### src/rtl/round_robin_dispatcher_to_2_consumers.sv
// Fans one valid/ready stream out to two consumers in round-robin order.
// Each lane has its own small FIFO, so a stalled consumer only blocks its own lane.
module round_robin_dispatcher_to_2_consumers #(
    parameter int unsigned DATA_W = 8,
    parameter int unsigned DEPTH  = 2,
    localparam int unsigned CNT_W = $clog2(DEPTH + 1)
) (
    input  logic              clk,
    input  logic              rst,
    input  logic              up_valid,
    input  logic [DATA_W-1:0] up_data,
    output logic              up_ready,
    output logic [1:0]        dn_valid,
    output logic [DATA_W-1:0] dn_data0,
    output logic [DATA_W-1:0] dn_data1,
    input  logic [1:0]        dn_ready,
    output logic [CNT_W-1:0]  lane_cnt0,
    output logic [CNT_W-1:0]  lane_cnt1
);

    localparam int unsigned PTR_W = $clog2(DEPTH);

    logic              next_lane_q, next_lane_d;
    logic [PTR_W-1:0]  wr_ptr_q [2];
    logic [PTR_W-1:0]  wr_ptr_d [2];
    logic [PTR_W-1:0]  rd_ptr_q [2];
    logic [PTR_W-1:0]  rd_ptr_d [2];
    logic [CNT_W-1:0]  cnt_q    [2];
    logic [CNT_W-1:0]  cnt_d    [2];
    logic [DATA_W-1:0] mem_q    [2][DEPTH];

    logic [1:0] full;
    logic [1:0] push;
    logic [1:0] pop;
    logic       accept;
    logic       target;

    always_comb begin
        for (int i = 0; i < 2; i++) begin
            full[i] = (cnt_q[i] == CNT_W'(DEPTH));
            pop[i]  = (cnt_q[i] != '0) && dn_ready[i];
        end
        accept = up_valid && !(full[0] && full[1]);
        // A full preferred lane is skipped; the pointer then returns to it first.
        target = full[next_lane_q] ? ~next_lane_q : next_lane_q;
        push = '0;
        if (accept) begin
            push[target] = 1'b1;
        end
        next_lane_d = accept ? ~target : next_lane_q;
        for (int i = 0; i < 2; i++) begin
            wr_ptr_d[i] = wr_ptr_q[i] + PTR_W'(push[i]);
            rd_ptr_d[i] = rd_ptr_q[i] + PTR_W'(pop[i]);
            cnt_d[i]    = cnt_q[i] + CNT_W'(push[i]) - CNT_W'(pop[i]);
        end
    end

    always_ff @(posedge clk or posedge rst) begin
        if (rst) begin
            next_lane_q <= 1'b0;
            for (int i = 0; i < 2; i++) begin
                wr_ptr_q[i] <= '0;
                rd_ptr_q[i] <= '0;
                cnt_q[i]    <= '0;
            end
        end else begin
            next_lane_q <= next_lane_d;
            for (int i = 0; i < 2; i++) begin
                wr_ptr_q[i] <= wr_ptr_d[i];
                rd_ptr_q[i] <= rd_ptr_d[i];
                cnt_q[i]    <= cnt_d[i];
            end
        end
    end

    // Storage needs no reset: contents are only visible while the count is non-zero.
    always_ff @(posedge clk) begin
        for (int i = 0; i < 2; i++) begin
            if (push[i]) begin
                mem_q[i][wr_ptr_q[i]] <= up_data;
            end
        end
    end

    assign up_ready  = !(full[0] && full[1]);
    assign dn_valid  = {cnt_q[1] != '0, cnt_q[0] != '0};
    assign dn_data0  = mem_q[0][rd_ptr_q[0]];
    assign dn_data1  = mem_q[1][rd_ptr_q[1]];
    assign lane_cnt0 = cnt_q[0];
    assign lane_cnt1 = cnt_q[1];

endmodule

### config.mk
export PLATFORM = sky130hd
export DESIGN_NAME = round_robin_dispatcher_to_2_consumers
export DESIGN_NICKNAME = d
export VERILOG_FILES = /design/src/rtl/round_robin_dispatcher_to_2_consumers.sv
export SDC_FILE = /design/constraint.sdc
export NUM_CORES = 1
export LEC_CHECK = 0
export CORE_MARGIN = 2
export CORE_UTILIZATION = 47
export DETAILED_ROUTE_END_ITERATION = 8
export GPL_TIMING_DRIVEN = 1
export HOLD_SLACK_MARGIN = 0.06
export PLACE_DENSITY = 0.84
export SYNTH_ARGS = -nofsm -noshare
export SYNTH_HDL_FRONTEND = slang
export SYNTH_SLANG_ARGS = --single-unit
### constraint.sdc
create_clock -name clk -period 2.5 [get_ports clk]
set_clock_uncertainty 0.1 [all_clocks]
set_input_delay 0.5 -clock clk [delete_from_list [all_inputs] [get_ports clk]]
set_output_delay 0.5 -clock clk [all_outputs]
set_load 0.01 [all_outputs]
---- Word level (Yosys, flattened, before mapping) ----
Memories as Yosys holds them, arrays and structs flattened.
Index checks and enable logic that the tools add are counted.
storage, ports and cells
  register bits after elaboration ......... 9
  latch bits .............................. 0
  bits in writable memories ............... 32
  memory bits (read-only) ................. 0
  output and inout bits ................... 23
  word-level logic and storage cells ...... 67
  memories kept ........................... 1
operators by class
  add/subtract/negate cells ............... 8
  $mul .................................... 0
  div/mod/pow operators ................... 0
  $lt $le $gt $ge ......................... 9
  equal/unequal tests ..................... 2
  shift operators ......................... 0
  muxes and demuxes ....................... 23
  bitwise gates (word level) .............. 6
  reduce and logical (&&, ||, !) cells .... 11
memory list
  memory  depth  bits a word  read ports  clocked after Yosys merged registers in  wr ports  line  source
  mem_q   2      16           2           0                                        1         30    logic [DATA_W-1:0] mem_q [2][DEPTH];
operators by type and width
  cell                  number
  $mux W16              4
  $mux W8               8
  $demux W8 S1          2
  $reduce_or A16 Y1     1
  $ge A2 B2 Y1 const B  4
  $not A1 Y2            4
  $logic_and A1 B1 Y1   7
  $mux W1               7
  $add A1 B1 Y1         4
  $add A2 B1 Y2         2
  $eq A2 B2 Y1 const B  2
  $lt A1 B2 Y1 const B  2
  $lt A2 B1 Y1 const B  2
  $reduce_bool A2 Y1    2
  $sub A2 B1 Y2         2
  $mux W2               1
  $not A1 Y1            2
  $demux W1 S1          1
  $ge A1 B1 Y1 const B  1
  $logic_not A1 Y1      1

---- Logic depth before layout (Yosys ltp) ----
Gate-level depths: netlist (run 1).
  depth in word-level cells ............... 13
  depth in mapped cells ................... 8
  mapped depth without buffers ............ 8

---- Worst setup path before layout (run 1) ----
Ideal clock, no wire load.
  path kind ............................... register to register
  start ................................... reg cnt_q (netlist bit lane_cnt0[0])
  end ..................................... reg cnt_q (netlist bit lane_cnt0[1])
  setup time .............................. 126 ps
  data arrival time ....................... 1633 ps
  data required time ...................... 2274 ps
  path slack .............................. 641 ps
  stages on the path, launching flop included .. 9
  path buffers ............................ 0
  cells stage by stage .................... dfrtp_1 -> and2b_1 -> nand2b_1 -> a21o_1 -> ha_1 -> inv_1 -> ha_1 -> xnor2_1 -> xnor2_1
RTL lines
  what                             line  source
  start, declared                  28    logic [CNT_W-1:0] cnt_q [2];
  start signal, assigned by index  71    cnt_q[i] <= cnt_d[i];

---- Worst setup path in the final report (run 1) ----
  start ................................... reg rd_ptr_q[1] in the netlist's numbering
  end ..................................... out dn_data0[1]
on the way
  word-level cells in the longest chain between the ends .. 4
RTL lines
  what                                         line  source
  start, declared                              26    logic [PTR_W-1:0] rd_ptr_q [2];
  start signal, assigned by index              70    rd_ptr_q[i] <= rd_ptr_d[i];
  $not A1 Y2 (not written as such)             87    assign dn_data0 = mem_q[0][rd_ptr_q[0]];
  $mux W8 (not written as such) (3 in series)  87
  end, declared                                14    output logic [DATA_W-1:0] dn_data0,
No other way between the ends. The select of a mux whose other input is x is not followed.

==> impl_metrics.toml, run 1 <==
[critical_path]
crit_path_max_fanout = 9
worst_setup_path_class = "reg2out"
critical_path.cell_chain = "mux2_2 -> clkdlybuf4s50_1"
timing.reg2reg.setup_slack_ns = 0.54
critical-path-slowest-cell = "sky130_fd_sc_hd__dfrtp_2"
setup.worst_path.start_class = "flip-flop"
worstReg2RegEnd = "lane_cnt0[1]"
timing.reg2reg.worst_path_depth = 8
cpLargestDelayFamily = "flip-flops"
worst_path_largest_cell_delay_ns = 0.52
crit_buf_inv = 1
required_time_of_the_critical_path_ns = 1.90
cp.arrival_ns = 1.70
crit-reg2reg-launch = "lane_cnt0[1]"
timing.critical_path.depth = 2
crit_path_end_kind = "primary output"

[logic_synthesis]
seq_area_frac_synth_pct = 71.7
synthMostInstantiatedCell = "sky130_fd_sc_hd__edfxtp_1"
avgSynthCellArea_um2 = 17.6
synth-main-ff-cell = "sky130_fd_sc_hd__edfxtp_1"
total_of_warnings_raised_by_yosys = 0
netlist_instances = 94
synth_commonest_cells = "sky130_fd_sc_hd__edfxtp_1 (32), sky130_fd_sc_hd__mux2_2 (16), sky130_fd_sc_hd__dfrtp_1 (9)"
synth_net_count = 115
synthTopCellsByArea = "sky130_fd_sc_hd__edfxtp_1 (58%), sky130_fd_sc_hd__dfrtp_1 (14%), sky130_fd_sc_hd__mux2_2 (11%), sky130_fd_sc_hd__ha_1 (6.0%), sky130_fd_sc_hd__xnor2_1 (2.1%)"
synth_top_area_share_pct = 58.0
post_synthesis_register_bit_count = 41
async_reset_ff_share_pct = 22.0
mappedNetlistArea_um2 = 1660
synth.lib_cells_used.distinct = 19
synth_area_leader_cell = "sky130_fd_sc_hd__edfxtp_1"
synth-edff-count = 32

[timing]
fin_tns_setup_ns = 0
worst_pin_slew_ns = 0.447
clock.fmax_mhz = 435
timing.final.max_slew_violations = 0
slew_headroom_pct = 70.2
post-route-min-period_ns = 2.30
finish_stage_setup_viols = 0
timing.final.crit_share_pct = 91.9
hold_violations = 0
final.hold.worst_slack_ns = 0.330
rsz_0062_raised_after_global_routing = "false"

[finish]
filler_cell_count = 279
post-route-cell-area_um2 = 2130
layout.nets = 155
insertedDiodeCount = 0
layout-area-overhead-vs-synth_pct = 28.8
final_layout_size_suffix_gt1_share_pct = 20.7
utilization_pct = 63.4

[cts]
clock-sinks = 41
tritoncts = "done"
cts.clk_slew.worst_paths_ns = 0.11
cts_hold_buf = 0
tritoncts.num_buffers = 5
clock-root-buffer = "sky130_fd_sc_hd__clkbuf_4"
postCtsSetupRepairBufs = 0
cts_buffer_depth = 2
clock_insertion_delay_worst_skew_ns = 0.32
cts_resized = 0
cts_h_tree_depth = 2

[routing]
drc = 0
vias_per_cell = 4.75
route.antenna.remaining_nets = 0
detail_route.first_pass.iterations = 6
routed-via-count = 860
first_iter_violations = 11
sum_of_routed_wire_length_over_all_layers_mm = 2.66
wire_per_inst_um = 14.7

[placement]
dp_hpwl_mm = 1.89
placement.io_buffers = 35
placement.cell_area_um2 = 2050
finalWeightedCongestion = 0.703

[grt]
aggregate_global_routing_overflow = 0
grt_pass1_vias = 845
antenna_found_initial = 0
grt_first_pass_wirelength_mm = 4.15
grt_start_max_net_pins = 14
track_usage_pct = 14.1

[run]
maxCapViolCount = 0

[power_and_ir_drop]
p_leak_nw = 0.803
vdd_drop_max_mv = 0.630
power.density_nw_per_um2 = 1170
post-layout-total-power_mw = 2.49

[hold_path]
min_path_type = "in2async"

[die]
start_util_pct = 49.2
core_area_um2 = 3360
fp.dieW_um = 63.3
rows = 21
top_level_ports = 36
die_area_um2 = 4010
die_h_um = 63.3

[run_status]
outcome = "complete, no violations"
kinds of logic (layout without fill, tap and decap cells):
kind of cell,Yosys count,count (layout),share of synthesized area (%)
xor gates and xnor gates,6,6,3.17
adders and majority gates,8,8,6.05
buffers and inverters,9,50,2.19
and+or+nand+nor,9,9,3.93
muxes,17,17,11.5
DFF,41,41,71.7
AOI/OAI and AO/OA,4,4,1.51
power by group:
group	internal [mW]	switching (mW)
Clock	0.210	0.190
Sequential	0.957	0.146
Combinational	0.586	0.399
Total	1.75	0.734
sequential cells by signal, summed over array words and instances, names as in the netlist:
signal,flops
rd_ptr_q,2
next_lane_q,1
mem_q,32
lane_cnt1,2
wr_ptr_q,2
lane_cnt0,2
cell type report:
type	count	area [µm²]	share of cell area (%)
clock buffers	6	41.3	1.94
clock inverters	2	35.0	1.64
inverters	7	26.3	1.23
multi-input cells	44	433	20.3
flip-flops and latches	41	1190	55.8
well taps	46	57.6	2.70
repair buffers	35	350	16.4
how the worst max path moves through the flow:
stage	from	end	slack (ns)
2_1_floorplan	lane_cnt0[0]	lane_cnt0[1]	0.64
3_3_place_gp	up_valid	mem_q[0][29]	0.32
3_5_place_dp	up_valid	lane_cnt0[1]	0.27
4_1_cts	rd_ptr_q[0]	dn_data1[2]	0.04
5_1_grt	rd_ptr_q[0]	dn_data1[2]	0.11
6_report	rd_ptr_q[1]	dn_data0[1]	0.20
through the flow:
step	setup slack, ns	instances
3_5_place_dp	0.269	173
3_3_place_gp	0.319	173
2_1_floorplan	0.641	94
4_1_cts	0.0385	181
6_report	0.202	181
5_1_grt	0.114	181
placed cells by master (no fill, tap or decap):
cell type                          n
sky130_fd_sc_hd__clkdlybuf4s50_1  35
sky130_fd_sc_hd__edfxtp_1         32
sky130_fd_sc_hd__mux2_2           16
sky130_fd_sc_hd__ha_1              8
sky130_fd_sc_hd__inv_1             7
sky130_fd_sc_hd__dfrtp_1           7
sky130_fd_sc_hd__clkbuf_4          5
sky130_fd_sc_hd__xnor2_1           4
sky130_fd_sc_hd__nand2b_1          3
sky130_fd_sc_hd__and2_4            2
sky130_fd_sc_hd__xor2_1            2
sky130_fd_sc_hd__dfrtp_2           2
sky130_fd_sc_hd__and2b_1           1
sky130_fd_sc_hd__and2_1            1
sky130_fd_sc_hd__o21ai_0           1
sky130_fd_sc_hd__or2_1             1
sky130_fd_sc_hd__a21oi_1           1
sky130_fd_sc_hd__a21o_1            1
sky130_fd_sc_hd__or2_4             1
sky130_fd_sc_hd__o21a_1            1
sky130_fd_sc_hd__mux2i_1           1
sky130_fd_sc_hd__clkinv_2          1
sky130_fd_sc_hd__clkbuf_1          1
sky130_fd_sc_hd__bufinv_16         1
metal layers:
| layer | wire, µm | track usage, % | vias to the layer above |
|---|---|---|---|
| li1 | - | - | 417 |
| met1 | 1160 | 16.4 | 413 |
| met2 | 1330 | 23.9 | 28 |
| met3 | 163 | 5.89 | 2 |
| met4 | 11 | 4.08 | 0 |
| met5 | 0 | 0 | - |
Power figures use the tool's default switching activity.
==> run 2, diff against run 1 <==
CAP_MARGIN = 10   (was default)
==> results of run 2 <==
Final layout, timing and power as in run 1 (identical DEF).
